<file path="src/rtl/ahb_slave_if_param.sv">
// AHB slave front end for an APB bridge: slot decode, address/data pipeline,
// transfer handshake FSM with two-cycle ERROR response and error counter.
module ahb_slave_if_param #(
    parameter int unsigned             ADDR_W     = 32,
    parameter int unsigned             DATA_W     = 32,
    parameter int unsigned             NUM_SLV    = 3,
    parameter logic [ADDR_W-1:0]       BASE_ADDR  = 32'h8000_0000,
    parameter int unsigned             SLOT_LOG2  = 26,
    parameter int unsigned             PIPE_DEPTH = 2
) (
    input  logic              Hclk,
    input  logic              Hreset,
    input  logic              Hwrite,
    input  logic              Hreadyin,
    input  logic [1:0]        Htrans,
    input  logic [2:0]        Hsize,
    input  logic [ADDR_W-1:0] Haddr,
    input  logic [DATA_W-1:0] Hwdata,
    input  logic [DATA_W-1:0] Prdata,
    input  logic              apb_done,
    output logic              valid,
    output logic [NUM_SLV-1:0] tempselx,
    output logic [NUM_SLV-1:0] tempselx_q,
    output logic [ADDR_W-1:0] Haddr_q,
    output logic [DATA_W-1:0] Hwdata_q,
    output logic              Hwritereg,
    output logic [DATA_W-1:0] Hrdata,
    output logic              Hreadyout,
    output logic [1:0]        Hresp,
    output logic [15:0]       err_count
);

    // End of the mapped window, one bit wider so the top slot cannot wrap.
    localparam logic [ADDR_W:0] MAP_END =
        {1'b0, BASE_ADDR} + ((ADDR_W+1)'(NUM_SLV) << SLOT_LOG2);
    localparam logic [2:0] SIZE_MAX = 3'($clog2(DATA_W / 8));

    typedef enum logic [1:0] {
        IDLE = 2'b00,
        BUSY = 2'b01,
        ERR1 = 2'b10,
        ERR2 = 2'b11
    } state_t;

    state_t state, state_nxt;

    logic              active;
    logic              mapped;
    logic              size_ok;
    logic              to_err1;
    logic [ADDR_W-1:0] slot;
    logic [15:0]       err_cnt;

    logic [ADDR_W-1:0]  addr_pipe [PIPE_DEPTH];
    logic [DATA_W-1:0]  data_pipe [PIPE_DEPTH];
    logic [NUM_SLV-1:0] sel_pipe  [PIPE_DEPTH];
    logic               write_reg;

    assign active  = (Htrans == 2'b10) || (Htrans == 2'b11);
    assign mapped  = (Haddr >= BASE_ADDR) && ({1'b0, Haddr} < MAP_END);
    assign size_ok = (Hsize <= SIZE_MAX);
    assign slot    = (Haddr - BASE_ADDR) >> SLOT_LOG2;

    always_comb begin
        tempselx = '0;
        for (int unsigned i = 0; i < NUM_SLV; i++) begin
            tempselx[i] = !Hreset && mapped && (slot == ADDR_W'(i));
        end
    end

    always_comb begin
        valid = 1'b0;
        if (!Hreset && ((state == IDLE) || (state == ERR2)))
            valid = Hreadyin && active && mapped && size_ok;
    end

    always_comb begin
        to_err1 = 1'b0;
        if ((state == IDLE) || (state == ERR2))
            to_err1 = Hreadyin && active && !(mapped && size_ok);
    end

    always_ff @(posedge Hclk or posedge Hreset) begin
        if (Hreset) state <= IDLE;
        else        state <= state_nxt;
    end

    always_comb begin
        state_nxt = state;
        Hreadyout = 1'b1;
        Hresp     = 2'b00;
        Hrdata    = '0;
        unique case (state)
            IDLE, ERR2: begin
                if (state == ERR2) Hresp = 2'b01;
                if (valid)        state_nxt = BUSY;
                else if (to_err1) state_nxt = ERR1;
                else              state_nxt = IDLE;
            end
            BUSY: begin
                Hreadyout = apb_done;
                if (apb_done) begin
                    Hrdata    = Prdata;
                    state_nxt = IDLE;
                end
            end
            ERR1: begin
                Hreadyout = 1'b0;
                Hresp     = 2'b01;
                state_nxt = ERR2;
            end
            default: state_nxt = IDLE;
        endcase
    end

    always_ff @(posedge Hclk or posedge Hreset) begin
        if (Hreset) begin
            err_cnt <= '0;
        end else if (to_err1 && (err_cnt != '1)) begin
            err_cnt <= err_cnt + 16'd1;
        end
    end

    // All pipelines share the Hreadyin enable so the stages stay aligned.
    always_ff @(posedge Hclk or posedge Hreset) begin
        if (Hreset) begin
            write_reg <= 1'b0;
            for (int unsigned i = 0; i < PIPE_DEPTH; i++) begin
                addr_pipe[i] <= '0;
                data_pipe[i] <= '0;
                sel_pipe[i]  <= '0;
            end
        end else if (Hreadyin) begin
            write_reg    <= Hwrite;
            addr_pipe[0] <= Haddr;
            data_pipe[0] <= Hwdata;
            sel_pipe[0]  <= tempselx;
            for (int unsigned i = 1; i < PIPE_DEPTH; i++) begin
                addr_pipe[i] <= addr_pipe[i-1];
                data_pipe[i] <= data_pipe[i-1];
                sel_pipe[i]  <= sel_pipe[i-1];
            end
        end
    end

    assign Haddr_q    = addr_pipe[PIPE_DEPTH-1];
    assign Hwdata_q   = data_pipe[PIPE_DEPTH-1];
    assign tempselx_q = sel_pipe[PIPE_DEPTH-1];
    assign Hwritereg  = write_reg;
    assign err_count  = err_cnt;

endmodule

</file>
<file path="config.mk">
export PLATFORM = sky130hd
export DESIGN_NAME = ahb_slave_if_param
export DESIGN_NICKNAME = d
export VERILOG_FILES = /design/src/rtl/ahb_slave_if_param.sv
export SDC_FILE = /design/constraint.sdc
export NUM_CORES = 1
export LEC_CHECK = 0
export ABC_AREA = 1
export CORE_UTILIZATION = 48
export CTS_BUF_LIST = sky130_fd_sc_hd__clkbuf_4
export CTS_CLUSTER_DIAMETER = 50
export DETAILED_ROUTE_END_ITERATION = 6
export GPL_ROUTABILITY_DRIVEN = 0
export GPL_TIMING_DRIVEN = 1
export HOLD_SLACK_MARGIN = 0.03
export PLACE_DENSITY = 0.88
export REMOVE_ABC_BUFFERS = 1
export SYNTH_ARGS = -nofsm -noshare
export SYNTH_HDL_FRONTEND = slang
export SYNTH_SLANG_ARGS = --single-unit
</file>
<file path="constraint.sdc">
create_clock -name Hclk -period 7.1 [get_ports Hclk]
set_input_delay 1.42 -clock Hclk [delete_from_list [all_inputs] [get_ports Hclk]]
set_output_delay 1.42 -clock Hclk [all_outputs]
set_load 0.03 [all_outputs]
</file>
# Word-level counts from Yosys, hierarchy flattened

Index checks and enable logic that the tools add are counted.

Mux-type cells: 11
Reductions and logical operators: 19
Equal/unequal tests: 9
Order comparisons: 3
Add/sub/neg operators: 2

Operator list:

| operator                                                              | number |
|---|---|
| 32-bit 2-to-1 mux                                                     | 2 |
| 32-bit greater-or-equal comparator, second input constant             | 1 |
| 32-bit logical NOT                                                    | 1 |
| 32-bit < comparator, second input constant                            | 1 |
| 32-bit subtractor, second input constant                              | 1 |
| 16-bit by 1-bit adder with 16-bit output, second input constant       | 1 |
| 16-bit inequality test, second input constant                         | 1 |
| 1-bit logical AND                                                     | 12 |
| 2-bit == test, second input constant                                  | 4 |
| 6-bit by 1-bit == test with 1-bit output, second input constant       | 1 |
| 6-bit by 2-bit == test with 1-bit output, second input constant       | 1 |
| 2-bit 2-to-1 mux                                                      | 3 |
| 2-bit one-hot mux with 3 select lines                                 | 1 |
| 1-bit one-hot mux with 2 select lines                                 | 2 |
| 3-bit by 2-bit <= comparator with 1-bit output, second input constant | 1 |
| 1-bit 2-to-1 mux                                                      | 3 |
| 2-bit by 1-bit == test with 1-bit output, second input constant       | 1 |
| 1-bit logical NOT                                                     | 2 |
| 2-bit logical NOT                                                     | 1 |
| 1-bit logical OR                                                      | 2 |
| 2-bit inequality test, second input constant                          | 1 |
| 2-bit OR reduction                                                    | 1 |

Output and inout bits: 123
Word-level logic and storage cells: 53
Input bits: 106
Bits in registers: 153

# Logic depth before layout (Yosys ltp)

Gate-level depths: netlist of run 1.

Word-level depth: 9
Mapped depth: 10
Depth with buffers taken out: 9

# Worst setup path before layout of run 1

OpenSTA, ideal clock, no wires.

Kind: input-to-output
Start: in Hreset
End: out tempselx[0]
Setup slack: 0.024 ns
Stages: 3
Path buffers: 0
Arrival: 5.656 ns
Path through: inv_1 > nand2_1 > nor3b_1

Longest elaborated chain between the ends: 3

Ends and longest elaborated chain:

| item                               | RTL line | RTL |
|---|---|---|
| start, declared                    | 12       | `input logic Hreset,` |
| 1-bit logical NOT (no source line) | -        |  |
| 1-bit logical AND (2 in a row)     | 67       | `tempselx[i] = !Hreset && mapped && (slot == ADDR_W'(i));` |
| end, declared                      | 22       | `output logic [NUM_SLV-1:0] tempselx,` |

Every way passes these cells.

# Worst setup path in the final report of run 1

Same ends and word-level chain as after synthesis.

==> results of run 1 <==
## Yosys cell counts, types with 3 or more instances
cell type	number
xor2_1	4
buf_2	6
nand2_1	264
o21ai_0	118
clkbuf_1	25
nand4_1	6
dfrtp_1	153
buf_4	69
buf_6	3
nand3_1	11
ha_1	5
o21ai_2	4
inv_2	3
nor2_4	3
nor2_1	55
inv_1	115
## report_power, final
group / internal (mW) / switching (mW) / leakage [nW]
clock: 0.171 / 0.284 / 0.124
sequential: 0.968 / 0.0686 / 1.91
combinational: 0.268 / 0.391 / 2.35
## per-stage QoR
| stage | area [um2] | hold WS (ns) |
|---|---|---|
| 6_report | 9139 | 0.4846 |
| 5_1_grt | 9139 | 0.5108 |
| 4_1_cts | 9136 | 0.4865 |
| 3_5_place_dp | 8910 | 0.4586 |
| 3_3_place_gp | 8910 | 0.4526 |
| 2_1_floorplan | 6387 | 0.4422 |
## cells by family after synthesis
kind of cell	count (synthesis)	share of synthesized area [%]
buffers and inverters	221	15.84
DFF	153	54.21
adders and majority gates	5	0.8857
and+or+nand+nor	346	19.42
AOI/OAI and AO/OA	125	9.105
other	1	0.05309
xor gates and xnor gates	4	0.4960
## sequential cells by signal (all words and copies together), names as in the netlist
signal / cells
tempselx_q: 3
err_count: 16
Hwritereg: 1
addr_pipe: 32
Haddr_q: 32
sel_pipe: 3
data_pipe: 32
state: 2
Hwdata_q: 32
## worst max-delay path: stages
cell             delay [ns]
clkdlybuf4s50_1        0.49
inv_6                  0.59
nand2_1                0.12
nor3b_1                0.37
clkdlybuf4s50_1        0.78
## worst max-delay path by stage
| stage | start | to | cells after the start |
|---|---|---|---|
| 5_1_grt | Hreset | tempselx[0] | 5 |
| 3_3_place_gp | Hreset | tempselx[0] | 5 |
| 6_report | Hreset | tempselx[0] | 5 |
| 4_1_cts | Hreset | tempselx[0] | 5 |
| 3_5_place_dp | Hreset | tempselx[0] | 5 |
| 2_1_floorplan | Hreset | tempselx[0] | 3 |
## cell type report
class / instances / area [um2] / share of cell area [%]
well taps: 180 / 225.2 / 2.464
clock inverters: 11 / 83.83 / 0.9173
repair buffers: 230 / 2290 / 25.05
clock buffers: 19 / 142.6 / 1.561
inverters: 118 / 450.4 / 4.929
flip-flops and latches: 153 / 3829 / 41.89
diodes: 1 / 2.502 / 0.02738
multi-input cells: 481 / 2116 / 23.15
## per-layer routing
| metal | routed length [um] | GRT usage [%] | share of wire (%) |
|---|---|---|---|
| met5 | 0 | 0 | 0 |
| met1 | 6523 | 27.02 | 42 |
| met4 | 177 | 7.154 | 1.2 |
| met3 | 989 | 6.135 | 6.4 |
| met2 | 7678 | 34.11 | 50 |
==> impl_metrics.tcl, run 1 <==
set metrics [dict create \
    max_slew_margin_pct 35.17 \
    rows 43 \
    fmax_mhz 191.9 \
    irDropWorstVdd_uv 160.3 \
    final_common_cell "nand2_1" \
    drive_gt1_share_pct 4.545 \
    finalNonFillerCells 1193 \
    area.growth.synth_to_final_pct 29.39 \
    initial_utilization_pct 50.11 \
    die_h_um 123.3 \
    core-area_mm2 0.01410 \
    synth.area.top_cells "dfrtp_1 (54%), nand2_1 (14%), o21ai_0 (8.4%)" \
    cts_buffers 17 \
    place_inst 1162 \
    via_count 5517 \
    r2r-start "err_count[0]" \
    mostFrequentLayoutCells "nand2_1 (264), clkdlybuf4s50_1 (225), dfrtp_1 (153), o21ai_0 (118), inv_1 (114)" \
    cts_tree "done" \
    netlist_instances 855 \
    r2r_cells 9 \
    timing.final.ws_setup_ns 1.888 \
    finalHoldViolCount 0 \
    rsz0062_at_grt "false" \
    clockBufferDepth 2 \
    post_cts_hold_buffer_count 0 \
    fin_crit_sh_pct 73.41 \
    synth.avg_cell_area_um2 8.261 \
    arrival_ns 3.79 \
    synth-edff-count 0 \
    nets 1112 \
    fin_util_pct 64.83 \
    vias_per_cell 4.624 \
    yosys_warnings 0 \
    cts_resized 0 \
    place.port_buffers 226 \
    grt_pass1_wl_mm 24.63 \
    worst-r2r-setup-slack_ns 5.32 \
    post-route-min-period_ns 5.212 \
    synth_async_sr_flop_share_pct 100.0 \
    drt_iter0_drc 405 \
    htree_levels 4 \
    setup_tns_ns 0 \
    fp.dieArea_mm2 0.01520 \
    worstPathRequired_ns 5.68 \
    clock-root-buffer "clkbuf_4" \
    worst_pin_slew_ns 0.9701 \
    overflow 0 \
    post_drt_wl_per_cell_um 12.88 \
    endpoint_kind "primary output" \
    track_usage_pct 21.06 \
    grt_max_degree 91 \
    path_clk_slew_ns 0.11 \
    ys_seq_area_share_pct 54.21 \
    clock_latency_ns 0.52 \
    ios 229 \
    drt-pass1-iter-count 5 \
    status "completed" \
    crit_fanout 90 \
    dp_hpwl_mm 10.92 \
    power_leakage_nw 4.391 \
    final.fill_count 1167 \
    drv_slew 0 \
    fin_skew_ns 0.01529 \
    r2r-end "err_count[13]" \
    min-delay-start "addr_pipe[39]" \
    netlist_area_mm2 0.007063 \
    pwr_density_cell_mw_per_mm2 235.3 \
    ys_ff_latch 153 \
    drc_errors 0 \
    die_w_um 123.3 \
    yosysUniqueCellTypes 24 \
    crit_type "in2out" \
    routed_wl_mm 15.37 \
    cts_sinks 153 \
    pre_cts_ws_ns 1.861 \
    synth_top_cell_area_share_pct 54.21 \
    grt_antenna_before_repair 1 \
    synth_top_flop_cell "dfrtp_1" \
    yosysTopAreaCell "dfrtp_1" \
    cts_setup_buffers 0 \
    hold_depth 2 \
    min_to "addr_pipe[39]" \
    finalPower_mw 2.151 \
    crit_path_start_kind "input port" \
    cap_violations 0 \
    grt_pass1_vias 5127 \
    final-setup-viol-count 0 \
    postRouteAntennaNets 0 \
    hold_class "reg2reg" \
]
Note: power is estimated with default switching activity, not from simulation.
==> run 2: changes to the inputs <==
--- a/config.mk
+++ b/config.mk
@@ -6,14 +6,14 @@
 export NUM_CORES = 1
 export LEC_CHECK = 0
 export ABC_AREA = 1
-export CORE_UTILIZATION = 48
+export CORE_UTILIZATION = 43
 export CTS_BUF_LIST = sky130_fd_sc_hd__clkbuf_4
 export CTS_CLUSTER_DIAMETER = 50
 export DETAILED_ROUTE_END_ITERATION = 6
 export GPL_ROUTABILITY_DRIVEN = 0
 export GPL_TIMING_DRIVEN = 1
 export HOLD_SLACK_MARGIN = 0.03
-export PLACE_DENSITY = 0.88
+export PLACE_DENSITY = 0.83
 export REMOVE_ABC_BUFFERS = 1
 export SYNTH_ARGS = -nofsm -noshare
 export SYNTH_HDL_FRONTEND = slang
==> constraint.sdc (replaced) <==
create_clock -name Hclk -period 4.71 [get_ports Hclk]
set_input_delay 0.942 -clock Hclk [delete_from_list [all_inputs] [get_ports Hclk]]
set_output_delay 0.942 -clock Hclk [all_outputs]
set_load 0.03 [all_outputs]
==> run 2 against run 1 <==
Cell area is 1.5% higher. Critical path type unchanged. Non-clock buffer count is 2 higher. Largest power group unchanged. Critical path depth stayed put. Power is 59% higher. Wire length is 1.9% higher. Via count is 0.53% higher. Critical endpoint unchanged.
==> impl_metrics.tcl, run 2 (synthesized netlist as in run 1, its figures left out) <==
set metrics [dict create \
    status "completed" \
    clock_latency_ns 0.53 \
    nets 1114 \
    crit_chain "clkdlybuf4s50_1 > inv_6 > nand2_1 > nor3b_1 > clkdlybuf4s50_1" \
    drv_slew 0 \
    via_count 5546 \
    min-delay-start "Hwritereg" \
    critical-path-max-stage-delay_ns 0.73 \
    crit_type "in2out" \
    drive_gt1_share_pct 5.217 \
    cts_tree "done" \
    rsz0062_at_grt "false" \
    cts_setup_buffers 0 \
    core-area_mm2 0.01594 \
    grt_max_degree 111 \
    grt_pass1_vias 5164 \
    fmax_mhz 272.2 \
    startpoint "Hreset" \
    overflow 0 \
    finalHoldViolCount 0 \
    final-setup-viol-count 0 \
    clockBufferDepth 2 \
    rows 46 \
    post_drt_wl_per_cell_um 12.70 \
    initial_utilization_pct 44.30 \
    mostFrequentLayoutCells "nand2_1 (264), clkdlybuf4s50_1 (225), dfrtp_1 (153), o21ai_0 (118), inv_1 (114)" \
    drt_iter0_drc 429 \
    cts_buffers 17 \
    arrival_ns 2.73 \
    post-route-min-period_ns 3.674 \
    worstPathRequired_ns 3.77 \
    endpoint_kind "primary output" \
    drt-pass1-iter-count 5 \
    die_h_um 130.2 \
    place_inst 1200 \
    grt_pass1_wl_mm 25.19 \
    routed_wl_mm 15.66 \
    htree_levels 4 \
    cap_violations 0 \
    track_usage_pct 19.05 \
    fin_crit_sh_pct 78.00 \
    grt_antenna_before_repair 2 \
    pwr_density_cell_mw_per_mm2 368.8 \
    drc_errors 0 \
    power_leakage_nw 4.440 \
    ios 229 \
    die_w_um 130.2 \
    worst-r2r-setup-slack_ns 2.92 \
    post_cts_hold_buffer_count 0 \
    cts_sinks 153 \
    crit_slowest_cell "clkdlybuf4s50_1" \
    cts_resized 0 \
    vias_per_cell 4.498 \
    r2r-start "err_count[0]" \
    area.growth.synth_to_final_pct 31.39 \
    place.port_buffers 226 \
    finalNonFillerCells 1233 \
    crit_path_start_kind "input port" \
    dp_hpwl_mm 11.15 \
    cp_common_cell "clkdlybuf4s50_1" \
    final_common_cell "nand2_1" \
    fin_skew_ns 0.01726 \
    fp.dieArea_mm2 0.01694 \
    crit_fanout 27 \
    clock-root-buffer "clkbuf_4" \
    path_clk_slew_ns 0.12 \
    worst_pin_slew_ns 0.9550 \
    postRouteAntennaNets 0 \
    fin_util_pct 58.21 \
    irDropWorstVdd_uv 287.5 \
    hold_class "reg2reg" \
    max_slew_margin_pct 36.33 \
]
## run 2: final timing paths
kind | end | cells past startpoint
max reg2reg | err_count[6] | 9
min reg2reg | Hwritereg | 2
min | Hwritereg | 2
max in group asynchronous | Hwdata_q[26] | 4
min in group asynchronous | tempselx_q[1] | 2
max | tempselx[0] | 5
## run 2: layout make-up
class                      instances  area, um2
antenna                            1      2.502
clock buffer                      19      142.6
clock inverter                    13      165.2
fill                            1433       6663
inverter                         118      450.4
multi-input combinational        481       2116
sequential                       153       3829
tap                              216      270.3
timing repair buffer             232       2305
## run 2: through the flow
stage / TNS [ns] / hold slack, ns / total power [mW] / area [um2] / setup slack [ns]
after global placement: 0 / 0.4534 / 2.568 / 8970 / 1.052
after global routing: 0 / 0.5144 / 3.612 / 9280 / 0.8960
after floorplan: -67.23 / 0.4422 / 2.115 / 6387 / -1.410
after detailed placement: 0 / 0.4583 / 2.595 / 8970 / 0.9936
after CTS: 0 / 0.4881 / 3.472 / 9278 / 0.9941
final: 0 / 0.4881 / 3.422 / 9280 / 1.036
## run 2: critical path: cells and delay by family
family | cells | cell delay, ns
buf+inv | 3 | 1.45
simple gates | 2 | 0.33
## run 2: per-layer routing
| metal | vias to the layer above | part of all wire [%] | routed length, um | track usage (%) |
|---|---|---|---|---|
| met5 | - | 0 | 0 | 0 |
| met4 | 0 | 2.2 | 342 | 8.345 |
| met3 | 25 | 5.6 | 871 | 4.510 |
| met2 | 141 | 49 | 7641 | 30.63 |
| met1 | 2553 | 43 | 6802 | 24.55 |
| li1 | 2827 | - | - | - |
## run 2: power by group
| group | internal (mW) | switching, mW |
|---|---|---|
| registers | 1.46 | 0.103 |
| clock network | 0.387 | 0.475 |
| logic | 0.407 | 0.592 |
| total | 2.25 | 1.17 |
==> run 3: changes to the inputs <==
--- a/config.mk
+++ b/config.mk
@@ -6,14 +6,14 @@
 export NUM_CORES = 1
 export LEC_CHECK = 0
 export ABC_AREA = 1
-export CORE_UTILIZATION = 43
+export CORE_UTILIZATION = 48
 export CTS_BUF_LIST = sky130_fd_sc_hd__clkbuf_4
 export CTS_CLUSTER_DIAMETER = 50
 export DETAILED_ROUTE_END_ITERATION = 6
 export GPL_ROUTABILITY_DRIVEN = 0
 export GPL_TIMING_DRIVEN = 1
 export HOLD_SLACK_MARGIN = 0.03
-export PLACE_DENSITY = 0.83
+export PLACE_DENSITY = 0.88
 export REMOVE_ABC_BUFFERS = 1
 export SYNTH_ARGS = -nofsm -noshare
 export SYNTH_HDL_FRONTEND = slang
==> constraint.sdc (replaced) <==
create_clock -name Hclk -period 3.4 [get_ports Hclk]
set_input_delay 0.68 -clock Hclk [delete_from_list [all_inputs] [get_ports Hclk]]
set_output_delay 0.68 -clock Hclk [all_outputs]
set_load 0.03 [all_outputs]
==> run 3 against run 2 <==
Hold slack got worse by 0.0046 ns. Worst setup slack got worse by 0.70 ns. Clock skew increased by 0.0032 ns. Combinational power increased by 38%. Final cell count decreased by 2.7%. Critical endpoint is now tempselx[1].
==> impl_metrics.tcl, run 3 (synthesized netlist as in run 1, its figures left out) <==
set metrics [dict create \
    initial_utilization_pct 50.11 \
    htree_levels 4 \
    hold_depth 2 \
    place_area_mm2 0.008947 \
    hold_slack_ns 0.4835 \
    path_clk_slew_ns 0.12 \
    cap_violations 0 \
    cts_tree "done" \
    combPwrFrac_pct 29.7 \
    drc_errors 0 \
    top_layer "met5" \
    mostFrequentLayoutCells "nand2_1 (264), clkdlybuf4s50_1 (223), dfrtp_1 (153), o21ai_0 (118), inv_1 (114)" \
    finalNonFillerCells 1200 \
    die_w_um 123.3 \
    overflow 0 \
    wl_met2_mm 7.411 \
    postRouteAntennaNets 0 \
    pwr_density_cell_mw_per_mm2 503.8 \
    worstPathBufferInverterCount 3 \
    routed_wl_mm 15.39 \
    rows 43 \
    grt_antenna_before_repair 2 \
    rsz0062_at_grt "false" \
    final_common_cell "nand2_1" \
    cp.depth 6 \
    dp_hpwl_mm 10.99 \
    final_area_mm2 0.009236 \
    cts_setup_buffers 0 \
    final-setup-viol-count 0 \
    vias_per_cell 4.617 \
    crit_slowest_cell "clkdlybuf4s50_1" \
    dr_wl_met3_um 955 \
    drv_slew 0 \
    grt_pass1_vias 5104 \
    endpoint_kind "primary output" \
    cts_resized 0 \
    intPower_mw 3.036 \
    ios 229 \
    track_usage_pct 21.05 \
    die_h_um 123.3 \
    post_cts_hold_buffer_count 0 \
    power_leakage_nw 4.445 \
    worstPathRequired_ns 2.72 \
    drt-pass1-iter-count 4 \
    cts_buffers 17 \
    status "completed" \
    final.fill_count 1159 \
    clock_latency_ns 0.54 \
    fin_skew_ns 0.02045 \
    grt_max_degree 90 \
    crit_chain "clkdlybuf4s50_1 > inv_1 > nor2_1 > nand3_1 > nor3_1 > clkdlybuf4s50_1" \
    hold_class "reg2reg" \
    cts_sinks 153 \
    place.port_buffers 226 \
    nets 1116 \
    clock-root-buffer "clkbuf_4" \
    p_clk_share_pct 23.7 \
    crit_type "in2out" \
    fmax_mhz 326.0 \
    cp_common_cell "clkdlybuf4s50_1" \
    crit_fanout 3 \
    drt_iter0_drc 418 \
    seqPwrFrac_pct 46.5 \
    max_slew_margin_pct 48.35 \
    wl_met1_mm 6.737 \
    clockBufferDepth 2 \
    grt_pass1_wl_mm 24.50 \
    area.growth.synth_to_final_pct 30.77 \
    via_count 5540 \
    critical-path-max-stage-delay_ns 0.72 \
    post_drt_wl_per_cell_um 12.82 \
    drive_gt1_share_pct 5.697 \
    r2r_cells 9 \
    fin_crit_sh_pct 90.21 \
    crit_family "buffers and inverters" \
    place_inst 1166 \
    post-route-min-period_ns 3.067 \
    crit_path_start_kind "input port" \
    fp.dieArea_mm2 0.01520 \
    p_switching_mw 1.617 \
    irDropWorstVdd_uv 341.5 \
    core-area_mm2 0.01410 \
    arrival_ns 2.39 \
    finalHoldViolCount 0 \
    swShare_pct 34.75 \
    worst_pin_slew_ns 0.7748 \
]
## run 3: cell count changes in the layout (fill, tap and decap cells not counted), sizes merged
| cell | change |
|---|---|
| buf | +4 |
| clkinv | +3 |
| clkdlybuf4s50 | -2 |
| inv | -2 |
| bufinv | -1 |
| clkbuf | -1 |
| clkinvlp | +1 |
| diode | +1 |
## run 3: stage by stage
| step | util (%) | TNS, ns | power, mW | worst slack, ns |
|---|---|---|---|---|
| after floorplan | - | -233.07 | 2.929 | -2.196 |
| after global placement | 63.47 | 0 | 3.556 | 0.4018 |
| final | 65.52 | 0 | 4.653 | 0.3328 |
| after detailed placement | 63.47 | 0 | 3.594 | 0.3464 |
| after CTS | 65.49 | 0 | 4.710 | 0.2907 |
| after global routing | 65.51 | 0 | 4.924 | 0.1473 |
## run 3: routing by layer
layer | track usage, % | vias up
met4 | 8.133 | 2
met2 | 33.14 | 156
met5 | 0 | -
li1 | - | 2822
met1 | 27.57 | 2534
met3 | 5.950 | 26
## run 3: area by class of cell
class	count	area [um2]	area share, %
sequential	153	3829	41.45
timing repair buffer	234	2327	25.20
multi-input combinational	481	2116	22.91
inverter	118	450.4	4.877
tap	180	225.2	2.438
clock inverter	14	148.9	1.612
clock buffer	18	135.1	1.463
antenna	2	5.005	0.05419
## run 3: worst paths after layout
kind | start | to | slack (ns)
max reg2reg | err_count[0] | err_count[8] | 1.63
min reg2reg | Haddr_q[7] | Haddr_q[7] | 0.48
max | Haddr[31] | tempselx[1] | 0.33
max in group asynchronous | Hreset | Haddr_q[9] | 1.60
min in group asynchronous | Hreset | data_pipe[39] | 0.74
min | Haddr_q[7] | Haddr_q[7] | 0.48
## run 3: power by group through the flow
stage / Combinational (mW) / Clock [mW] / Sequential [mW]
after detailed placement: 1.39 / 0 / 2.20
after CTS: 1.40 / 1.14 / 2.17
final: 1.38 / 1.10 / 2.17
after global placement: 1.37 / 0 / 2.19
after floorplan: 0.508 / 0 / 2.42
after global routing: 1.51 / 1.23 / 2.19
## run 3: tightest hold or removal path, delay by kind of cell (launching register included)
family	cells	cell delay, ns
AND/OR/NAND/NOR	2	0.09
flip-flops	1	0.37
==> RTL edit 1 (settings of run 3) <==
`PIPE_DEPTH`: 2 -> 1.
--- a/src/rtl/ahb_slave_if_param.sv
+++ b/src/rtl/ahb_slave_if_param.sv
@@ -7,5 +7,5 @@
     parameter logic [ADDR_W-1:0]       BASE_ADDR  = 32'h8000_0000,
     parameter int unsigned             SLOT_LOG2  = 26,
-    parameter int unsigned             PIPE_DEPTH = 2
+    parameter int unsigned             PIPE_DEPTH = 1
 ) (
     input  logic              Hclk,
Check against the original RTL: not equivalent (Yosys sat finds a counterexample within 4 cycles, from zero or initial values and one cycle with Hreset high).
==> RTL edit 1 against run 3 <==
  * Power shrank 35%
  * Worst setup slack lost 0.069 ns
  * Sequential cell count shrank 67
  * Non-clock buffer count shrank 2
  * Cell area shrank 29%
  * First-iteration DRC count shrank 45%
  * Routed wire length shrank 19%
  * Via count shrank 22%
  * Core utilization grew 14 points
  * Sequential power shrank 42%
  * Synthesized area shrank 42%
  * Global-route usage grew 7.7 points
  * Die area shrank 41%
==> RTL edit 1: results (changes against run 3) <==
first-pass GRT wire length: 19.5 mm (-20%)
CTS root buf: clkbuf_4
routed len/inst: 14.0 µm (+9.0%)
VDD IR-drop max: 0.384 mV (+12%)
Hold EP: Hwdata_q[14]$_DFFE_PP0P_
max incr delay on CP: 0.76 ns (+0.04 ns)
outcome: finished, final reports clean
Commonest cells post-synth: 281 x nand2_1, 86 x dfrtp_1, 60 x inv_1
routed wl met2: 6.35 mm (-14%)
worst skew pair latency: 0.43 ns (-0.11 ns)
Worst Clk Skew: 0.0232 ns (+0.00273 ns)
Reg clk slew, reported paths: 0.14 ns (+0.02 ns)
Resized cells post-CTS: 0 (unchanged)
maximum fanout along the worst path: 2 (-1)
IO buf count: 226 (unchanged)
initial antenna violation count: 1 (-1)
Leak Pwr: 0.00327 µW (-26%)
Hold WS: 0.488 ns (+0.00500 ns)
initial DRC count: 229 (-45%)
fillcell total: 567 (-51%)
Reg2Reg Depth: 9 (unchanged)
top sig layer: met4
HP Start: Hwdata_q[14]$_DFFE_PP0P_
Final HPWL DP: 9.48 mm (-14%)
met3 routed WL: 1.34 mm (+40%)
Placed Area: 6420 µm² (-28%)
Async SR Flop Fraction: 100% (unchanged)
total track usage: 28.7% (+7.7 points)
largest net degree at the start of global routing: 47 (-48%)
Setup crit end: tempselx[2]
DRT met1 WL: 4.45 mm (-34%)
CTS Buf Count: 9 (-8)
layout cell share with drive strength beyond 1: 4.59% (-1.1 points)
gr ovfl total: 0 (unchanged)
crit path DAT: 2.46 ns (+0.07 ns)
H-Tree Depth: 3 (-1)
r2r setup slk: 1.61 ns (-0.02 ns)
Least-Margin Pin Slew: 0.722 ns (-0.0531 ns)
largest cells by area after synthesis: dfrtp_1 53%, nand2_1 26%, inv_1 5.5%
number of global-route vias before repair: 4331 (-15%)
Reg-to-Reg End: err_count[2]$_DFFE_PP0P_
register area share after synthesis: 52.5% (-1.7 points)
nets: 890 (-20%)
WHS Path Cells: 2 (unchanged)
Vias/cell: 4.84 (+4.7%)
Crit-path slowest cell: clkdlybuf4s50_1
==> RTL edit 1: where the power goes <==
group | internal, µW | switching [µW] | total, µW | leakage (µW)
clock network | 231 | 359 | 590 | 0.0000717
logic | 498 | 689 | 1190 | 0.00212
registers | 1140 | 110 | 1250 | 0.00108
==> RTL edit 1: metrics by stage <==
stage,setup WS (ns),cells
floorplan,-0.928,536
global placement,0.323,873
detailed placement,0.281,873
CTS,0.274,889
global route,0.188,890
finish,0.263,890
==> RTL edit 1: worst register-to-register path, delay by kind of cell, from the launching register on <==
family | cells | cell delay, ns
flops | 1 | 0.49
buf+inv | 2 | 0.27
fa+ha+maj | 1 | 0.34
simple gates | 6 | 0.59
==> RTL edit 1: cells by family (layout without fill, tap and decap cells) <==
family | Yosys count | after routing | synth area share, %
compound gates | 16 | 16 | 2.02
other cells | 1 | 2 | 0.0915
buf+inv | 83 | 309 | 8.22
xor+xnor | 4 | 4 | 0.855
simple gates | 363 | 363 | 34.8
fa+ha+maj | 5 | 5 | 1.53
flops | 86 | 86 | 52.5
==> RTL edit 1: area by class of cell <==
type	count	area, µm²	share of cell area, %
clock inverter	6	62.6	0.953
tap	105	131	2.00
sequential	86	2150	32.8
clock buffer	10	75.1	1.14
multi-input combinational	389	1610	24.5
inverter	61	230	3.51
timing repair buffer	232	2300	35.1
antenna	1	2.50	0.0381
==> RTL edit 1: metal layers <==
layer / track usage (%) / up-vias
li1: - / 2092
met1: 29.9 / 1994
met2: 52.1 / 195
met3: 10.4 / 23
met4: 11.5 / 0
met5: 0 / -
==> RTL edit 2 (flow settings as in run 3) <==
Without the edit above. Re-encode `state_t` (4 states) as one-hot, 4 bits wide.
--- a/src/rtl/ahb_slave_if_param.sv
+++ b/src/rtl/ahb_slave_if_param.sv
@@ -36,9 +36,9 @@
     localparam logic [2:0] SIZE_MAX = 3'($clog2(DATA_W / 8));
 
-    typedef enum logic [1:0] {
-        IDLE = 2'b00,
-        BUSY = 2'b01,
-        ERR1 = 2'b10,
-        ERR2 = 2'b11
+    typedef enum logic [3:0] {
+        IDLE = 4'b0001,
+        BUSY = 4'b0010,
+        ERR1 = 4'b0100,
+        ERR2 = 4'b1000
     } state_t;
 
Check against the original RTL: no difference found for any inputs over 10 cycles, from zero or initial values and one cycle with Hreset high; not proved beyond that.
==> RTL edit 2 against run 3 <==
  * Cell count rose by 1.8%
  * Worst setup slack got worse by 0.15 ns
  * Core utilization shrank 1.6 points
  * Sequential cell count rose by 2
  * Cell area rose by 0.53%
  * Fmax down 4.7%
  * Combinational power decreased by 30%
  * Routed wire length up 3.5%
  * Register-to-register slack got worse by 0.03 ns
  * Clock power fell by 9%
  * Power is 12% lower
  * Synthesized area is 1.2% higher
  * Largest cell class unchanged
  * Highest routed layer is now met4
==> RTL edit 2: results (changes against run 3) <==
YS warnings: 0 (unchanged)
Resized cells post-CTS: 0 (unchanged)
H-Tree Depth: 4 (unchanged)
Final HPWL DP: 11.3 mm (+2.5%)
Least-Margin Pin Slew: 0.863 ns (+0.0887 ns)
post-synth top area cell: dfrtp_1
Reg clk slew, reported paths: 0.12 ns (about the same)
Unique masters post-synth: 27 (+13%)
initial antenna violation count: 0 (-2)
total track usage: 20.9% (-0.15 points)
Commonest cells post-synth: 309 x nand2_1, 154 x dfrtp_1, 113 x o21ai_0
IO buf count: 226 (unchanged)
met3 routed WL: 1.09 mm (+14%)
largest cells by area after synthesis: dfrtp_1 54%, nand2_1 16%, o21ai_0 7.9%
outcome: finished, final reports clean
register area share after synthesis: 54.3% (+0.063 points)
Leak Pwr: 0.00440 µW (-1.0%)
CTS Buf Count: 17 (unchanged)
largest net degree at the start of global routing: 92 (+2.2%)
CTS root buf: clkbuf_4
layout cell share with drive strength beyond 1: 5.49% (-0.21 points)
top sig layer: met4
worst skew pair latency: 0.54 ns (about the same)
Ant. Diodes: 0 (-2)
number of global-route vias before repair: 5275 (+3.4%)
initial DRC count: 405 (-3.1%)
VDD IR-drop max: 0.263 mV (-23%)
Crit-path slowest cell: clkdlybuf4s50_1
First-pass DRT Iterations: 4 (unchanged)
setup bufs post-CTS: 0 (unchanged)
vias: 5781 (+4.4%)
DRT met1 WL: 6.71 mm (-0.47%)
clk buf depth: 2 (unchanged)
Async SR Flop Fraction: 100% (unchanged)
maximum fanout along the worst path: 4 (+1)
Worst Clk Skew: 0.0190 ns (-0.00144 ns)
routed len/inst: 13.0 µm (+1.7%)
nets: 1132 (+1.4%)
first-pass GRT wire length: 24.8 mm (+1.4%)
routed wl met2: 7.93 mm (+7.1%)
max incr delay on CP: 0.68 ns (-0.04 ns)
Worst Hold Class: in2async
[RTL edit 2: cell count changes after synthesis, sizes merged, moves of 2 or more]
cell	before	now
a21oi	2	0
buf	78	83
ha	5	1
inv	118	87
nand2	267	311
nand3	11	23
nand3b	0	4
nor2	58	62
o21ai	122	116
xnor2	0	2
xor2	4	2
[RTL edit 2: kinds of logic (layout without fill, tap and decap cells)]
kind of cell | after synthesis | after routing | share of synthesized area, %
adder cells (fa/ha/maj) | 1 | 1 | 0.175
AND/OR/NAND/NOR | 407 | 407 | 22.8
buffers and inverters | 194 | 354 | 14.1
AO/OA/AOI/OAI | 116 | 116 | 8.12
flip-flops | 155 | 155 | 54.3
other | 1 | 1 | 0.0525
XOR/XNOR | 4 | 4 | 0.490
[RTL edit 2: worst max-delay path: cells and delay by family]
kind,cells,cell delay [ns]
buffers and inverters,3,1.24
and+or+nand+nor,4,0.63
[RTL edit 2: final cells by class]
type                            instances  area, µm²
Fill cell                            1225       5250
Sequential cell                       155       3880
Timing Repair Buffer                  235       2330
Multi-Input combinational cell        529       2260
Inverter                               87        334
Tap cell                              184        230
Clock buffer                           18        135
Clock inverter                         14        113
[RTL edit 2: per-stage QoR]
stage | area, µm² | hold WS (ns) | setup slack, ns | instances
after floorplan | 6460 | 0.442 | -2.25 | 771
after global placement | 9040 | 0.453 | 0.217 | 1190
after detailed placement | 9040 | 0.459 | 0.191 | 1190
after CTS | 9290 | 0.363 | 0.168 | 1222
after global routing | 9290 | 0.357 | 0.0609 | 1222
final | 9290 | 0.419 | 0.182 | 1222
[RTL edit 2: worst paths after layout]
path                                            from                        end  slack, ns  cells past startpoint
min reg2reg                addr_pipe[35]$_DFFE_PP0P_     Haddr_q[3]$_DFFE_PP0P_       0.48                      2
min                                           Hreset    sel_pipe[5]$_DFFE_PP0P_       0.42                      2
min in group Hclk          addr_pipe[35]$_DFFE_PP0P_     Haddr_q[3]$_DFFE_PP0P_       0.48                      2
max in group asynchronous                     Hreset  data_pipe[49]$_DFFE_PP0P_       1.53                      4
max reg2reg                 err_count[0]$_DFFE_PP0P_  err_count[12]$_DFFE_PP0P_       1.60                      7
max                                        Haddr[27]                      valid       0.18                      7
[RTL edit 2: metal layers]
metal,GRT usage (%),vias up
met4,7.59,0
met5,0,-
met1,26.9,2678
met3,5.82,16
met2,33.6,167
li1,-,2920
[RTL edit 2: where the power goes]
part           switching (µW)  total (µW)  internal (µW)
clock network             691        1000            312
logic                     561         965            403
registers                 109        2140           2030
total                    1360        4110           2740
